`src/rtl/dss_pkg.sv`:
```
// Shared types and constants for the decode strobe sequencer.
// The optional ENDWAIT timeout is enabled by the DSS_TIMEOUT_EN macro.
package dss_pkg;

  typedef enum logic [2:0] {
    IDLE    = 3'd0,
    SETUP   = 3'd1,
    STROBE  = 3'd2,
    HOLD    = 3'd3,
    ENDWAIT = 3'd4
  } dss_state_e;

  localparam int unsigned DSS_TIMEOUT_TICKS = 255;

  localparam logic DIR_RD = 1'b0;
  localparam logic DIR_WR = 1'b1;

  function automatic logic in_window(input logic [15:0] addr,
                                     input logic [15:0] base,
                                     input logic [15:0] mask);
    return (addr & mask) == (base & mask);
  endfunction

endpackage

```
`src/rtl/decode_strobe_seq_if.sv`:
```
// CPU-side request bus and decoder-side select/enable lines of the sequencer.
// Handshake: a request is offered by holding n_mreq=0 with n_rd or n_wr low; the
// sequencer accepts it on a cen tick while idle and stalls the CPU with n_wait=0
// until the strobe is done; the CPU ends the transfer by releasing n_rd/n_wr.
interface decode_strobe_seq_if;
  logic [15:0] addr;
  logic        n_mreq;
  logic        n_rd;
  logic        n_wr;
  logic [1:0]  a0;
  logic [1:0]  a1;
  logic [1:0]  n_e;
  logic        n_wait;

  modport master (
    output addr, n_mreq, n_rd, n_wr,
    input  a0, a1, n_e, n_wait
  );

  modport slave (
    input  addr, n_mreq, n_rd, n_wr,
    output a0, a1, n_e, n_wait
  );
endinterface

```
`src/rtl/dss_phase_cnt.sv`:
```
// Loadable 4-bit down-counter shared by the SETUP, STROBE and HOLD phases.
// Advances only on cen ticks and saturates at zero.
module dss_phase_cnt (
  input  logic       clk_49m,
  input  logic       reset,
  input  logic       cen,
  input  logic       load,
  input  logic [3:0] load_val,
  output logic       zero
);

  logic [3:0] cnt_q;
  logic [3:0] cnt_d;

  always_comb begin
    cnt_d = cnt_q;
    if (load) begin
      cnt_d = load_val;
    end else if (cnt_q != 4'd0) begin
      cnt_d = cnt_q - 4'd1;
    end
  end

  always_ff @(posedge clk_49m) begin
    if (!reset) begin
      cnt_q <= 4'd0;
    end else if (cen) begin
      cnt_q <= cnt_d;
    end
  end

  assign zero = (cnt_q == 4'd0);

endmodule

```
`src/rtl/decode_strobe_seq.sv`:
```
// Bus-cycle sequencer driving the dual 2-to-4 decoder: half 0 for reads, half 1 for writes.
// Define DSS_TIMEOUT_EN to add the sticky ENDWAIT timeout (err); otherwise err is 0.
module decode_strobe_seq
  import dss_pkg::*;
#(
  parameter int unsigned SETUP_CYC  = 1,
  parameter int unsigned STROBE_CYC = 2,
  parameter int unsigned HOLD_CYC   = 1,
  parameter logic [15:0] BASE       = 16'hD000,
  parameter logic [15:0] MASK       = 16'hF000
) (
  input  logic                      clk_49m,
  input  logic                      reset,
  input  logic                      cen,
  decode_strobe_seq_if.slave        bus,
  output logic                      busy,
  output logic                      err,
  output dss_state_e                dbg_state
);

  // Counters are loaded with N-1 because a phase ends on the tick its count reads zero.
  localparam logic [3:0] SETUP_LD  = 4'(SETUP_CYC - 1);
  localparam logic [3:0] STROBE_LD = 4'(STROBE_CYC - 1);
  localparam logic [3:0] HOLD_LD   = 4'(HOLD_CYC - 1);

  dss_state_e state_q, state_d;
  logic       dir_q, dir_d;
  logic [1:0] a0_q, a0_d;
  logic [1:0] a1_q, a1_d;
  logic [1:0] n_e_q, n_e_d;
  logic       n_wait_q, n_wait_d;

  logic       cnt_load;
  logic [3:0] cnt_load_val;
  logic       cnt_zero;
  logic       req_hit;
  logic       bus_released;

`ifdef DSS_TIMEOUT_EN
  logic [7:0] to_cnt_q, to_cnt_d;
  logic       err_q, err_d;
`endif

  dss_phase_cnt u_phase_cnt (
    .clk_49m  (clk_49m),
    .reset    (reset),
    .cen      (cen),
    .load     (cnt_load),
    .load_val (cnt_load_val),
    .zero     (cnt_zero)
  );

  assign req_hit      = !bus.n_mreq && (!bus.n_rd || !bus.n_wr) &&
                        in_window(bus.addr, BASE, MASK);
  assign bus_released = bus.n_rd && bus.n_wr;

  always_comb begin
    state_d      = state_q;
    dir_d        = dir_q;
    a0_d         = a0_q;
    a1_d         = a1_q;
    cnt_load     = 1'b0;
    cnt_load_val = 4'd0;
`ifdef DSS_TIMEOUT_EN
    to_cnt_d     = to_cnt_q;
    err_d        = err_q;
`endif

    case (state_q)
      IDLE: begin
        if (req_hit) begin
          state_d      = SETUP;
          dir_d        = bus.n_wr ? DIR_RD : DIR_WR;
          a0_d[dir_d]  = bus.addr[0];
          a1_d[dir_d]  = bus.addr[1];
          cnt_load     = 1'b1;
          cnt_load_val = SETUP_LD;
        end
      end
      SETUP: begin
        if (cnt_zero) begin
          state_d      = STROBE;
          cnt_load     = 1'b1;
          cnt_load_val = STROBE_LD;
        end
      end
      STROBE: begin
        if (cnt_zero) begin
          state_d      = HOLD;
          cnt_load     = 1'b1;
          cnt_load_val = HOLD_LD;
        end
      end
      HOLD: begin
        if (cnt_zero) begin
          state_d = ENDWAIT;
`ifdef DSS_TIMEOUT_EN
          to_cnt_d = 8'd0;
`endif
        end
      end
      ENDWAIT: begin
        if (bus_released) begin
          state_d = IDLE;
        end
`ifdef DSS_TIMEOUT_EN
        else if (to_cnt_q == 8'(DSS_TIMEOUT_TICKS - 1)) begin
          state_d = IDLE;
          err_d   = 1'b1;
        end else begin
          to_cnt_d = to_cnt_q + 8'd1;
        end
`endif
      end
      default: state_d = IDLE;
    endcase

    // Outputs are registered from the next state so they change on the causing tick.
    n_e_d = 2'b11;
    if (state_d == STROBE) begin
      n_e_d[dir_d] = 1'b0;
    end
    n_wait_d = !((state_d == SETUP) || (state_d == STROBE));
  end

  always_ff @(posedge clk_49m) begin
    if (!reset) begin
      state_q  <= IDLE;
      dir_q    <= DIR_RD;
      a0_q     <= 2'b00;
      a1_q     <= 2'b00;
      n_e_q    <= 2'b11;
      n_wait_q <= 1'b1;
    end else if (cen) begin
      state_q  <= state_d;
      dir_q    <= dir_d;
      a0_q     <= a0_d;
      a1_q     <= a1_d;
      n_e_q    <= n_e_d;
      n_wait_q <= n_wait_d;
    end
  end

`ifdef DSS_TIMEOUT_EN
  always_ff @(posedge clk_49m) begin
    if (!reset) begin
      to_cnt_q <= 8'd0;
      err_q    <= 1'b0;
    end else if (cen) begin
      to_cnt_q <= to_cnt_d;
      err_q    <= err_d;
    end
  end

  assign err = err_q;
`else
  assign err = 1'b0;
`endif

  assign bus.a0     = a0_q;
  assign bus.a1     = a1_q;
  assign bus.n_e    = n_e_q;
  assign bus.n_wait = n_wait_q;
  assign busy       = (state_q != IDLE);
  assign dbg_state  = state_q;

endmodule
```
`src/flat_wrapper.sv`:
```
// flat-port wrapper written by rule: the top's interface ports become plain ports
module decode_strobe_seq_flat import dss_pkg::*;
#(
  parameter int unsigned SETUP_CYC  = 1,
  parameter int unsigned STROBE_CYC = 2,
  parameter int unsigned HOLD_CYC   = 1,
  parameter logic [15:0] BASE       = 16'hD000,
  parameter logic [15:0] MASK       = 16'hF000
)
  (clk_49m, reset, cen, busy, err, dbg_state, bus_addr, bus_n_mreq, bus_n_rd, bus_n_wr, bus_a0, bus_a1, bus_n_e, bus_n_wait);
  decode_strobe_seq_if bus_i ();
  input  logic clk_49m;
  input  logic reset;
  input  logic cen;
  output logic busy;
  output logic err;
  output dss_state_e dbg_state;
  input wire logic [$bits(bus_i.addr)-1:0] bus_addr;
  input wire logic [$bits(bus_i.n_mreq)-1:0] bus_n_mreq;
  input wire logic [$bits(bus_i.n_rd)-1:0] bus_n_rd;
  input wire logic [$bits(bus_i.n_wr)-1:0] bus_n_wr;
  output wire logic [$bits(bus_i.a0)-1:0] bus_a0;
  output wire logic [$bits(bus_i.a1)-1:0] bus_a1;
  output wire logic [$bits(bus_i.n_e)-1:0] bus_n_e;
  output wire logic [$bits(bus_i.n_wait)-1:0] bus_n_wait;
  assign bus_i.addr = bus_addr;
  assign bus_i.n_mreq = bus_n_mreq;
  assign bus_i.n_rd = bus_n_rd;
  assign bus_i.n_wr = bus_n_wr;
  assign bus_a0 = bus_i.a0;
  assign bus_a1 = bus_i.a1;
  assign bus_n_e = bus_i.n_e;
  assign bus_n_wait = bus_i.n_wait;
  decode_strobe_seq #(.SETUP_CYC(SETUP_CYC), .STROBE_CYC(STROBE_CYC), .HOLD_CYC(HOLD_CYC), .BASE(BASE), .MASK(MASK)) u_core (.clk_49m(clk_49m), .reset(reset), .cen(cen), .bus(bus_i), .busy(busy), .err(err), .dbg_state(dbg_state));
endmodule
```
`config.mk`:
```
export PLATFORM = sky130hd
export DESIGN_NAME = decode_strobe_seq_flat
export DESIGN_NICKNAME = d
export VERILOG_FILES = /design/src/rtl/dss_pkg.sv /design/src/rtl/decode_strobe_seq_if.sv /design/src/rtl/dss_phase_cnt.sv /design/src/rtl/decode_strobe_seq.sv /design/src/flat_wrapper.sv
export SDC_FILE = /design/constraint.sdc
export NUM_CORES = 1
export LEC_CHECK = 0
export BUFFER_PORTS_ARGS = -buffer_cell sky130_fd_sc_hd__buf_2
export CAP_MARGIN = 30
export CORE_MARGIN = 3
export CORE_UTILIZATION = 50
export DETAILED_ROUTE_END_ITERATION = 16
export MAX_ROUTING_LAYER = met4
export PLACE_DENSITY_LB_ADDON = 0.1
export SYNTH_ARGS = -nofsm -noshare
export SYNTH_HDL_FRONTEND = slang
export SYNTH_SLANG_ARGS = --single-unit
```
`constraint.sdc`:
```
create_clock -name clk_49m -period 6.43 [get_ports clk_49m]
set_clock_uncertainty 0.1 [all_clocks]
set_input_delay 1.286 -clock clk_49m [delete_from_list [all_inputs] [get_ports clk_49m]]
set_output_delay 1.286 -clock clk_49m [all_outputs]
set_load 0.02 [all_outputs]
```
# --- Word level (Yosys, flattened, before mapping) ---
# Index checks and enable logic that the tools add are counted.
word_totals:
  in_bits: 22
  mem_count: 0
  reg_bits: 15
  ramBits: 0
  latchBits: 0
  output_inout_bits: 12
  mem_bits_ro: 0
classes:
  order_cmp: 4
  n_addsub: 1
  muxes: 23
  shift: 0
  eq_ne: 7
  n_mul: 0
  n_bitwise: 1
  n_div: 0
  reduce_logical: 19
ops:
  columns: ["operator", "n"]
  rows:
  - ["3-bit two-way mux", 5]
  - ["3-bit one-hot mux with 5 select lines", 1]
  - ["4-bit two-way mux", 3]
  - ["3-bit by 2-bit equality test with 1-bit output, second input constant", 3]
  - ["1-bit two-way mux", 8]
  - ["3-bit by 1-bit equality test with 1-bit output, second input constant", 2]
  - ["1-bit logical AND", 5]
  - ["2-bit bitwise mux", 2]
  - ["4-bit equality test, second input constant", 1]
  - ["1-bit zero test", 4]
  - ["4-bit zero test", 1]
  - ["1-bit by 2-bit < comparator with 1-bit output, second input constant", 2]
  - ["4-bit nonzero test", 1]
  - ["4-bit by 1-bit subtractor with 4-bit output, second input constant", 1]
  - ["3-bit equality test, second input constant", 1]
  - ["3-bit zero test", 1]
  - ["3-bit AND reduction", 1]
  - ["3-bit nonzero test", 1]
  - ["1-bit demux with 1-bit select", 2]
  - ["1-bit >= comparator, second input constant", 2]
  - ["1-bit logical OR", 2]
  - ["2-bit two-way mux", 1]
  - ["2-bit inverter", 1]
  - ["1-bit one-hot mux with 2 select lines", 1]
  - ["other kinds (3)", 3]

# --- Longest topological paths before layout ---
# Gate-level depths: netlist (run 1).
logic_depth:
  depth_word: 12
  depth_mapped: 6
  depth_no_buf: 6

# --- Hierarchy ---
# A second synthesis (run 1) with hierarchy kept.
hier_totals:
  cells_unflattened: 108
  area_unflattened_um2: 942.2
by_module_without_submodules:
  columns: ["mod", "cells_per_inst", "seq_area_each_um2", "area_per_inst_um2", "instances"]
  rows:
  - ["decode_strobe_seq", 74, 220.2, 630.6, 1]
  - ["dss_phase_cnt", 34, 80.1, 311.5, 1]

# --- Worst setup path before layout (run 1) ---
# Ideal clock, no wire load.
synth_path:
  path_type: "input port to flip-flop"
  start: "input port bus_addr[13]"
  end: "register u_core.state_q[0] (netlist: u_core.dbg_state[0])"
  slack_ns: 3.926
  stages: 4
  arrival_ns: 2.334
  cell_sequence: "nand4bb_1 or3_1 a211o_1 a21oi_1"
synth_between:
  elab_chain_len: 4
synth_rtl:
  columns: ["item", "line", "text"]
  rows:
  - ["start, declared", "flat_wrapper.sv:18", "input wire logic [$bits(bus_i.addr)-1:0] bus_addr;"]
  - ["4-bit equality test", "dss_pkg.sv:21", "return (addr & mask) == (base & mask);"]
  - ["1-bit logical AND", "decode_strobe_seq.sv:53", "assign req_hit = !bus.n_mreq && (!bus.n_rd || !bus.n_wr) &&"]
  - ["3-bit two-way mux", "decode_strobe_seq.sv:71", "if (req_hit) begin"]
  - ["3-bit one-hot mux with 5 select lines", "decode_strobe_seq.sv:69", "case (state_q)"]
  - ["end signal, assigned", "decode_strobe_seq.sv:135", "state_q <= state_d;"]
  - ["end, declared", "decode_strobe_seq.sv:26", "dss_state_e state_q, state_d;"]
# Every way passes these cells.
# A chain may end at the register's enable or synchronous reset.

# --- Worst setup path in the final report (run 1) ---
layout_path:
  start: "register u_core.state_q[1] (netlist: u_core.dbg_state[1])"
  end: "output port busy"
layout_between:
  elab_chain_len: 1
layout_rtl:
  columns: ["item", "line", "text"]
  rows:
  - ["3-bit nonzero test", "decode_strobe_seq.sv:164", "assign busy = (state_q != IDLE);"]
  - ["end, declared", "flat_wrapper.sv:15", "output logic busy;"]
# Every way passes these cells.

==> results of run 1 <==
state kept, by name, indices dropped and copies added, names as in the netlist:
name / count
u_core.bus.a1: 2
u_core.u_phase_cnt.cnt_q: 4
u_core.dbg_state: 3
u_core.bus.n_e: 2
u_core.bus.a0: 2
u_core.dir_q: 1
u_core.bus.n_wait: 1
Yosys cell counts (all sizes together):
cell	count
xnor2	2
nand2	12
inv	5
a211oi	1
buf	4
or2	1
or3b	1
dfxtp	15
conb	1
a31oi	2
or3	3
mux2i	5
o22ai	2
and4b	1
or2b	1
o2111a	2
nand4bb	1
nor4	1
nand2b	1
o211a	1
nor3	6
nor3b	3
a21bo	1
nand3	3
or4	1
a211o	1
nor2	3
a2111o	1
ha	1
and3	1
o21ai	8
clkbuf	2
a21oi	4
o31ai	2
final cells by class:
class | instances | area share (%)
tap | 16 | 2.06
sequential | 15 | 31.0
multi-input combinational | 73 | 51.0
timing repair buffer | 22 | 11.4
clock buffer | 4 | 2.71
inverter | 5 | 1.94
cell usage in the layout, fill, tap and decap left out, drive strengths merged, types with 3 or more instances in the layout:
cell type / instances
buf: 22
a21oi: 4
o21ai: 8
or3: 3
mux2i: 5
nand3: 3
inv: 5
nor3: 6
clkbuf: 4
dfxtp: 15
nor3b: 3
nor2: 3
nand2: 12
kinds of logic (layout without fill, tap and decap cells):
group | Yosys count | in the layout | synth area share (%)
and+or+nand+nor | 39 | 39 | 28.2
AOI/OAI and AO/OA | 25 | 25 | 19.9
DFF | 15 | 15 | 35.2
buffers and inverters | 11 | 31 | 6.89
muxes | 5 | 5 | 5.87
xor gates and xnor gates | 2 | 2 | 2.05
adders and majority gates | 1 | 1 | 1.47
other | 1 | 1 | 0.439
power groups by stage:
stage               clock network, µW  logic (µW)  registers, µW
detailed placement                  0         106            122
global route                     61.0         120            122
global placement                    0         105            121
finish                           55.8         106            120
floorplan                           0        86.7            119
CTS                              57.2         107            120
worst max path at each step:
stage / slack [ns] / to / cells past startpoint
floorplan: 3.93 / u_core.dbg_state[0] / 4
global placement: 3.72 / u_core.u_phase_cnt.cnt_q[1] / 5
detailed placement: 3.63 / u_core.bus.a1[1] / 5
CTS: 3.71 / busy / 2
global route: 3.65 / busy / 2
finish: 3.70 / busy / 2
per-layer routing:
| metal | up-vias | part of all wire (%) |
|---|---|---|
| li1 | 398 | - |
| met1 | 355 | 47 |
| met2 | 25 | 46 |
| met3 | 2 | 6.4 |
| met4 | 0 | 0.73 |
| met5 | - | 0 |
through the flow:
stage | instances | hold WS (ns)
after global routing | 135 | 0.390
after floorplan | 99 | 0.384
after CTS | 135 | 0.370
final | 135 | 0.365
after detailed placement | 131 | 0.353
after global placement | 131 | 0.341
worst min-delay path: cells and delay by family, from the launching register on:
family / cells / cell delay (ns)
muxes: 1 / 0.05
DFF: 1 / 0.33
and+or+nand+nor: 1 / 0.05
==> out/qor.txt, run 1 <==
Tightest Hold Check Type -> reg -> reg
Avg Cell Area, Syn -> 8.62 µm²
Worst Path Required -> 5.04 ns
Post-CTS Setup Bufs -> 0
Largest delay share family, worst path -> simple AND/OR/NAND/NOR gates
Logic pwr share -> 37.8%
All-Layer GR Usage -> 18.8%
Layout Nets -> 143
post-synth top area cell -> dfxtp_1
Clock Sinks -> 15
final design area excluding fillers -> 970 µm²
total power -> 282 µW
Worst Setup Start Kind -> flip-flop
I/O Buffers -> 22
core footprint -> 1560 µm²
Critical path origin -> u_core.dbg_state[1]
Peak Freq -> 367 MHz
initial cell density of the core -> 54.7%
unrepaired setup endpoints after global routing -> no
Slowest-stage cell, CP -> or3_4
GR Util met2 -> 27.3%
Max Cap Viol -> 0
post-synthesis cell count -> 99
Hold Buf Count CTS -> 0
final slew viol count -> 0
Synth top area share -> 35.2%
mapped cell area -> 853 µm²
crit path DAT -> 1.34 ns
Multi-input gate area -> 494 µm²
status -> finished, final reports clean
CTS tree -> done
H-tree depth -> 1
Root Buffer -> clkbuf_4
Ports -> 34
routed length per instance -> 13.3 µm
fraction of the yosys area taken by sequential cells -> 35.2%
hold path start -> u_core.bus.a0[0]
worst flop-to-flop path startpoint -> u_core.u_phase_cnt.cnt_q[0]
fin crit share -> 42.4%
post-route DRC violation count -> 0
GRT overflow -> 0
Die W -> 47.3 µm
Initial DRT Pass Iterations -> 4
Yosys reg bits -> 15
register cell area after layout -> 300 µm²
reg-to-reg endpoint -> u_core.bus.n_e[0]
pre-CTS setup slack -> 3.63 ns
Chip Height -> 47.3 µm
worst setup margin -> 3.70 ns
Largest stage delay, worst path -> 0.45 ns
WL final -> 1790 µm
Cell variety after synth -> 40
1st-iter DRT viols -> 14
GR peak layer -> met2
fin util -> 62.2%
met3 usage -> 4.60%
Net Sw Power -> 101 µW
Internal -> 181 µW
Final Hold Fails -> 0
Layout Area Growth over Synthesis -> 13.6%
Net Count, Synth -> 122
worst-path cell chain -> or3_4 > buf_2
R2R cell count -> 6
share of cells above drive strength 1 -> 26.9%
first-pass GRT wire length -> 2920 µm
Post-DP Area -> 943 µm²
initial antenna violation count -> 0
CTS max path bufs -> 2
Sw Share -> 35.8%
post-cts resize count -> 0
Crit Path Class -> reg -> out
Hold Path End -> u_core.bus.a0[0]
Final Setup Violations -> 0
pin count of the biggest net entering global routing -> 17
Sum Neg Setup Slack -> 0 ns
total vias in the final route -> 780
Critical Path Fanout Max -> 13
FILL cells -> 149
Rel. slew slack -> 63.7%
vias in the first global route -> 651
routability congestion estimate from global placement -> 0.850
HPWL after DPL -> 1340 µm
endpoint class of the critical path -> output port
Leak -> 0.000386 µW
Hold Path Stages -> 2
Worst-path clk slew -> 0.10 ns
Bufs and invs on worst path -> 1
clk_lat worst skew -> 0.29 ns
PD cells -> 291 nW/µm²
Tightest Pin Transition -> 0.544 ns
num rows -> 14
GR Util met1 -> 25.7%
minimum clock period -> 2.73 ns
Synth Warn # -> 0
vias per cell -> 5.78
sequential share of power -> 42.5%
r2r setup slk -> 4.27 ns
Die Area -> 2240 µm²
largest cells by area after synthesis -> dfxtp_1 (35%), mux2i_1 (5.9%), nand2_1 (5.3%)
Num CTS Buffers -> 3
clock power share -> 19.8%
VDD IR-drop max -> 0.146 mV
final antenna-violating net count -> 0
n_diodes -> 0
Power figures use the tool's default switching activity.
==> run 2: changes to the inputs <==
- ABC_AREA: default -> 1
- CORE_UTILIZATION: 50 -> 41
- clock period: 6.43 -> 2.25 ns (I/O delays scaled with it)
==> run 2 against run 1 <==
Synthesized cell count up 25%. Largest power group unchanged. Worst setup slack worse by 3.2 ns. Register-to-register slack worse by 3.6 ns. Via count up 7.2%. Wire length down 3.7%. Critical endpoint unchanged. Cell count up 28%. Critical path depth up 1. Sequential share of layout area down 0.32 points. Combinational power up 150%. Global-route usage down 2.5 points.
==> out/qor.txt, run 2 <==
r2r setup slk -> 0.66 ns
Tightest Hold Check Type -> in -> reg
All-Layer GR Usage -> 16.3%
Cell variety after synth -> 25
Worst Setup Start Kind -> flip-flop
Largest register FFs -> 4
vias per cell -> 4.83
Layout Area Growth over Synthesis -> 18.8%
first-pass GRT wire length -> 3120 µm
number of flops mapped to enable cells by yosys -> 0
CTS max path bufs -> 2
Net Count, Synth -> 147
Leak -> 0.000500 µW
Initial DRT Pass Iterations -> 4
Yosys reg bits -> 15
post-route DRC violation count -> 0
R2R cell count -> 9
post-synth top area cell -> dfxtp_1
reg-to-reg endpoint -> u_core.bus.n_e[1]
vias in the first global route -> 752
Die W -> 50.8 µm
hold path start -> reset
endpoint class of the critical path -> output port
fin crit share -> 79.0%
routed length per instance -> 9.98 µm
total vias in the final route -> 836
post-cts resize count -> 0
Synth Warn # -> 0
final antenna-violating net count -> 0
Chip Height -> 50.8 µm
worst flop-to-flop path startpoint -> u_core.u_phase_cnt.cnt_q[0]
Max Cap Viol -> 0
Peak Freq -> 563 MHz
CTS tree -> done
Clock Sinks -> 15
minimum clock period -> 1.78 ns
Post-synth top cells -> nand2_1 (21), inv_1 (19), dfxtp_1 (15)
status -> finished, final reports clean
Critical Path Fanout Max -> 7
mapped cell area -> 825 µm²
unrepaired setup endpoints after global routing -> no
Worst-path clk slew -> 0.09 ns
final slew viol count -> 0
Hold Path Stages -> 2
Avg Cell Area, Syn -> 6.65 µm²
Num CTS Buffers -> 3
clk_lat worst skew -> 0.28 ns
most instantiated library cell after synthesis -> nand2_1
fin util -> 53.8%
H-tree depth -> 1
VDD IR-drop max -> 0.412 mV
Die Area -> 2590 µm²
WL final -> 1730 µm
1st-iter DRT viols -> 12
Worst Path Required -> 1.70 ns
num rows -> 15
most frequent cells in the layout -> buf_2 (22), nand2_1 (21), inv_1 (19)
core footprint -> 1820 µm²
Post-CTS Setup Bufs -> 0
post-synthesis cell count -> 124
I/O Buffers -> 22
n_diodes -> 0
Biggest register -> u_core.u_phase_cnt.cnt_q
GRT overflow -> 0
largest cells by area after synthesis -> dfxtp_1 (36%), nand2_1 (9.6%), inv_1 (8.6%)
most common flop cell mapped by yosys -> dfxtp_1
pin count of the biggest net entering global routing -> 16
Sum Neg Setup Slack -> 0 ns
Hold Path End -> u_core.bus.n_e[1]
ys async rst share -> 0%
Final Setup Violations -> 0
initial cell density of the core -> 45.3%
most common cell after layout, fill and taps aside -> buf_2
Ports -> 34
fraction of the yosys area taken by sequential cells -> 36.4%
Synth top area share -> 36.4%
Hold Buf Count CTS -> 0
Layout Nets -> 172
PD cells -> 741 nW/µm²
Root Buffer -> clkbuf_4
Crit Path Class -> reg -> out
Final Hold Fails -> 0
HPWL after DPL -> 1360 µm
crit path DAT -> 1.23 ns
routability congestion estimate from global placement -> 0.879
share of cells above drive strength 1 -> 22.3%
initial antenna violation count -> 0
run 2: worst max-delay path by stage:
stage                              startpoint           endpoint  depth (start not counted)
final                     u_core.dbg_state[0]               busy                          3
after detailed placement             bus_n_wr  u_core.bus.n_e[1]                          9
after global routing      u_core.dbg_state[0]               busy                          3
after global placement               bus_n_wr   u_core.bus.a1[1]                          8
after floorplan           u_core.dbg_state[0]               busy                          2
after CTS                 u_core.dbg_state[0]               busy                          3
run 2: final cells by class:
type	instances	area [µm²]
sequential	15	300
clock buffer	4	26.3
inverter	21	78.8
multi-input combinational	86	433
tap	25	31.3
timing repair buffer	22	110
fill	194	841
run 2: critical path, cell delays in order (launching register included):
cell     delay, ns
dfxtp_1       0.40
nor3_4        0.33
inv_1         0.06
buf_2         0.16
run 2: kinds of logic (layout without fill, tap and decap cells):
group                      Yosys count  in the layout  synth area share (%)
other                                1              1                 0.455
buffers and inverters               23             47                  11.1
DFF                                 15             15                  36.4
adders and majority gates            1              1                  1.52
AOI/OAI and AO/OA                   24             24                  15.6
and+or+nand+nor                     60             60                  34.9
run 2: where the power goes:
group | internal (µW) | switching, µW
Combinational | 95.4 | 168
Clock | 68.8 | 82.3
Sequential | 293 | 19.5
Total | 457 | 270
run 2: per-stage QoR:
stage                     total power [µW]  setup slack (ns)  instances  hold slack, ns  area (µm²)
after floorplan                        525             0.808        124           0.345         825
after global placement                 579             0.605        169           0.331         953
after detailed placement               583             0.627        169           0.335         953
after CTS                              740             0.458        173           0.297         980
after global routing                   801             0.355        173           0.299         980
final                                  726             0.473        173           0.303         980
run 2: routing by layer:
metal / up-vias / GRT usage (%) / part of all wire [%]
li1: 455 / - / -
met1: 364 / 19.3 / 47
met2: 15 / 25.7 / 47
met3: 2 / 5.25 / 4.4
met4: 0 / 6.73 / 1.1
met5: - / - / 0
